### src/rtl/branch_predictor.sv
// Next-PC predictor for fetch: direct-mapped BTB plus gshare PHT, trained by
// resolved control flow in EX, which also produces the misprediction redirect.
module branch_predictor #(
    parameter int unsigned INDEX_BITS = 5
) (
    input  logic                  clk,
    input  logic                  reset,
    input  logic [31:0]           if_pc,
    output logic                  pred_taken,
    output logic [31:0]           pred_next_pc,
    output logic [INDEX_BITS-1:0] if_ghr,
    input  logic                  ex_valid,
    input  logic                  ex_is_ctrl,
    input  logic                  ex_taken,
    input  logic [31:0]           ex_pc,
    input  logic [31:0]           ex_target,
    input  logic [31:0]           ex_pred_pc,
    input  logic [INDEX_BITS-1:0] ex_ghr,
    output logic                  mispredict,
    output logic [31:0]           correct_pc,
    output logic [31:0]           mispredict_count
);

    localparam int unsigned ENTRIES  = 1 << INDEX_BITS;
    localparam int unsigned TAG_BITS = 30 - INDEX_BITS;

    logic                  btb_valid  [ENTRIES];
    logic [TAG_BITS-1:0]   btb_tag    [ENTRIES];
    logic [31:0]           btb_target [ENTRIES];
    logic [1:0]            pht        [ENTRIES];
    logic [INDEX_BITS-1:0] ghr;

    logic [INDEX_BITS-1:0] if_idx;
    logic [TAG_BITS-1:0]   if_tag;
    logic [INDEX_BITS-1:0] if_pht_idx;
    logic                  if_hit;
    logic [INDEX_BITS-1:0] ex_idx;
    logic [TAG_BITS-1:0]   ex_tag;
    logic [INDEX_BITS-1:0] ex_pht_idx;
    logic                  ex_hit;
    logic                  ex_redirect;
    logic [31:0]           actual_next;
    logic                  unused_pc_bits;

    assign if_idx     = if_pc[INDEX_BITS+1:2];
    assign if_tag     = if_pc[31:INDEX_BITS+2];
    assign if_pht_idx = if_idx ^ ghr;
    assign ex_idx     = ex_pc[INDEX_BITS+1:2];
    assign ex_tag     = ex_pc[31:INDEX_BITS+2];
    assign ex_pht_idx = ex_idx ^ ex_ghr;
    assign if_ghr     = ghr;

    // Instruction addresses are word aligned; the byte offset never selects anything.
    assign unused_pc_bits = ^{if_pc[1:0], ex_pc[1:0]};

    // Fetch-side lookup
    always_comb begin
        if_hit       = btb_valid[if_idx] && (btb_tag[if_idx] == if_tag);
        pred_taken   = if_hit && pht[if_pht_idx][1];
        pred_next_pc = pred_taken ? btb_target[if_idx] : if_pc + 32'd4;
    end

    // EX-side resolution
    always_comb begin
        ex_hit      = btb_valid[ex_idx] && (btb_tag[ex_idx] == ex_tag);
        ex_redirect = ex_is_ctrl && ex_taken;
        actual_next = ex_redirect ? ex_target : ex_pc + 32'd4;
        mispredict  = ex_valid && (actual_next != ex_pred_pc);
        correct_pc  = actual_next;
    end

    // Valid bits, counters, history and statistics
    always_ff @(posedge clk) begin
        if (reset) begin
            for (int unsigned i = 0; i < ENTRIES; i++) begin
                btb_valid[i] <= 1'b0;
                pht[i]       <= 2'b01;
            end
            ghr              <= '0;
            mispredict_count <= '0;
        end else if (ex_valid) begin
            if (ex_is_ctrl) begin
                if (ex_taken && (pht[ex_pht_idx] != 2'b11)) begin
                    pht[ex_pht_idx] <= pht[ex_pht_idx] + 2'd1;
                end else if (!ex_taken && (pht[ex_pht_idx] != 2'b00)) begin
                    pht[ex_pht_idx] <= pht[ex_pht_idx] - 2'd1;
                end
                ghr <= {ghr[INDEX_BITS-2:0], ex_taken};
                if (ex_taken) begin
                    btb_valid[ex_idx] <= 1'b1;
                end
            end else if (ex_hit) begin
                // A non-control instruction hit the BTB: drop the aliased entry.
                btb_valid[ex_idx] <= 1'b0;
            end
            if (mispredict) begin
                mispredict_count <= mispredict_count + 32'd1;
            end
        end
    end

    // Tag and target payload only matter while the valid bit is set.
    always_ff @(posedge clk) begin
        if (!reset && ex_valid && ex_redirect) begin
            btb_tag[ex_idx]    <= ex_tag;
            btb_target[ex_idx] <= ex_target;
        end
    end

endmodule

### config.mk
export PLATFORM = sky130hd
export DESIGN_NAME = branch_predictor
export DESIGN_NICKNAME = d
export VERILOG_FILES = /design/src/rtl/branch_predictor.sv
export SDC_FILE = /design/constraint.sdc
export NUM_CORES = 2
export LEC_CHECK = 0
export CORE_ASPECT_RATIO = 0.6
export CORE_MARGIN = 3
export CORE_UTILIZATION = 40
export DETAILED_ROUTE_END_ITERATION = 6
export PLACE_DENSITY = 0.58
export SLEW_MARGIN = 20
export SYNTH_ARGS = -nofsm -noshare
export SYNTH_HDL_FRONTEND = slang
export SYNTH_SLANG_ARGS = --single-unit
### constraint.sdc
create_clock -name clk -period 8.25 [get_ports clk]
set_input_delay 1.65 -clock clk [delete_from_list [all_inputs] [get_ports clk]]
set_output_delay 1.65 -clock clk [all_outputs]
set_load 0.02 [all_outputs]
==> flow_metrics.py <==
metrics = {
    "route": {
        "wl_met2_um": 129000,
        "wl_met3_um": 42300,
        "vias": 51600,
        "highest_layer": "met5",
        "drt-total-wl_um": 306000,
        "drc": 7,
        "post_drt_wl_per_cell_um": 38.5,
        "viasPerCell": 6.49,
        "drt-met1-wl_um": 124000,
        "drtAntennaViolNets": 0,
        "first_iter_violations": 9088,
        "drt_pass1_iterations": 7,
    },
    "logic_synthesis": {
        "yosysTopAreaCell": "edfxtp_1",
        "syn_area_um2": 85700,
        "ys_async_sr_fraction_pct": 0,
        "synthTopCellsByCount": "edfxtp_1, mux4_2, nor2_1",
        "synth.distinct_cells": 73,
        "synth_top_area_share_pct": 67.3,
        "synth.area.top_cells": "edfxtp_1, mux4_2, mux2i_1",
        "netlist_instances": 4526,
        "synth-seq-cells": 1957,
        "synth_fp_nets": 4670,
        "synth_most_common_cell": "edfxtp_1",
        "syn_avg_cell_area_um2": 18.9,
        "ys_warn_count": 0,
        "synth_ff_type": "edfxtp_1",
        "synth_seq_area_share_pct": 68.2,
        "synth-edff-count": 1920,
    },
    "placement": {
        "placed_cell_area_um2": 93600,
        "hpwlAfterDp_um": 187000,
        "gp_congestion": 0.951,
        "port_buffers": 240,
        "dp_cells": 7604,
        "dp_slack_ps": 177,
    },
    "die": {
        "core_um2": 211000,
        "initial_core_util_pct": 40.6,
        "io_pins": 241,
        "num_rows": 130,
        "die_h_um": 364,
        "die_area_um2": 220000,
        "die_w_um": 603,
    },
    "timing": {
        "hold_violations": 0,
        "max_slew_margin_pct": 21.8,
        "fin_crit_ps": 8070,
        "finalSetupViolations": 0,
        "fin_ws_ps": 175,
        "worst_slew_pin_slew_ps": 1170,
        "finClkSkew_ps": 94.5,
        "fmax_mhz": 124,
        "min_period_over_period_pct": 97.9,
        "setup_tns_ps": 0,
        "rsz0062_at_grt": "false",
        "slew_violations": 0,
        "hold_slack_ps": 490,
    },
    "grt": {
        "overflow": 0,
        "grt_pass1_wl_um": 417000,
        "grt_pass1_vias": 49100,
        "grt_start_max_net_pins": 128,
        "grt.total_usage_pct": 27.4,
        "grt_antenna_before_repair": 27,
    },
    "min_path": {
        "hp-class": "reg2reg",
        "hold_start": "if_ghr[4]",
    },
    "clock_network": {
        "root_buffer": "clkbuf_16",
        "cts_buffers": 190,
        "cts_buffer_depth": 4,
        "htreeDepth": 4,
        "clock_sinks": 1957,
        "clk-insertion-delay-late_ps": 870,
        "cts_tree": "built",
        "cts_hold_buf": 0,
        "clk_pin_slew_worst_paths_ps": 60,
    },
    "critical_path": {
        "critPathLaunchType": "input port",
        "cp-end-kind": "primary output",
        "criticalPathCategory": "in2out",
        "worstPathRequired_ps": 6600,
        "critPathLaunch": "if_pc[4]",
        "cp_max_fo": 18,
        "crit_arrival_ps": 6420,
        "r2r-start": "pht[7][0]",
    },
    "layout": {
        "fillCellCount": 17600,
        "instances_no_fill": 7951,
        "area_growth_pct": 16.4,
        "fin_area_um2": 99700,
        "drive_gt1_share_pct": 27.0,
        "final_nets": 5102,
    },
    "status": {
        "status": "finished with violations",
        "violations": "design-rule violations",
    },
    "power": {
        "powerDensity_nw_per_um2": 217,
        "peakVddDrop_mv": 0.157,
        "cellLeakagePower_nw": 31.2,
    },
    "flow_run": {
        "drv_cap": 0,
    },
}
[registers in the layout (all words and copies together) (netlist names)]
name / cells
if_ghr: 5
mispredict_count: 32
btb_target: 1024
pht: 64
btb_valid: 32
btb_tag: 800
[cell type report]
class | instances | area, µm² | area share [%]
Sequential cell | 1957 | 58400 | 58.6
Multi-Input combinational cell | 2227 | 26100 | 26.2
Timing Repair Buffer | 547 | 5420 | 5.44
Clock buffer | 215 | 4870 | 4.88
Tap cell | 2838 | 3550 | 3.56
Clock inverter | 123 | 1210 | 1.21
Inverter | 35 | 139 | 0.139
Antenna cell | 9 | 22.5 | 0.0226
[per-stage QoR]
stage | util, % | total power [mW]
4_1_cts | 47.2 | 21.7
2_1_floorplan | - | 12.1
6_report | 47.2 | 21.6
5_1_grt | 47.2 | 22.2
3_5_place_dp | 44.3 | 13.0
3_3_place_gp | 44.3 | 13.0
[final timing paths]
kind	cells past startpoint	endpoint	slack (ps)
worst max-delay path	15	pred_next_pc[0]	180
worst min-delay path	2	if_ghr[4]	490
worst max register to register	9	pht[25][0]	4060
worst min register to register	2	if_ghr[4]	490
[critical path: stages]
cell,delay (ps)
clkbuf_8,190
or3b_2,800
o221ai_1,330
a21oi_1,140
a22oi_1,440
buf_4,200
xnor2_1,110
nand4_1,100
or4_1,610
nor4_4,450
buf_12,210
buf_4,240
nor2_1,70
a31oi_1,180
clkdlybuf4s50_1,640
[layer usage]
metal  vias up  GRT usage (%)
li1      19900              -
met1     27500           40.9
met2      3712           38.2
met3       490           8.77
met4         8           8.06
met5         -              0
[repair_timing]
item | 4_1_cts | 5_1_grt
endpoints found under the setup margin | 0 | 1
gates resized for setup | 0 | 2
setup buffers | 0 | 0
[logic make-up (layout without fill, tap and decap cells)]
logic type	count (synthesis)	in the layout	synth area share [%]
flops	1957	1957	68.2
mux	898	898	20.7
simple gates	639	639	3.67
compound gates	536	536	4.16
buf+inv	342	920	1.73
xor+xnor	148	148	1.51
fa+ha+maj	6	6	0.0876
other cells	0	9	0
[report_power, final]
part	internal [mW]	total, mW	switching, mW
Combinational	0.695	1.83	1.14
Sequential	10.9	11.0	0.0173
Clock	4.98	8.83	3.85
[cells in the final DEF, fill, tap and decap left out, types with 52 or more instances in the layout]
cell type / instances
edfxtp_1: 1920
mux4_2: 695
buf_4: 256
clkdlybuf4s50_1: 216
clkbuf_16: 191
mux2i_1: 187
nand2_1: 169
nor2_1: 154
a22oi_1: 122
o21ai_0: 118
a21oi_1: 109
xnor2_1: 78
xor2_1: 69
buf_12: 61
nand3_1: 54
nand4_1: 52
Power figures use the tool's default switching activity.
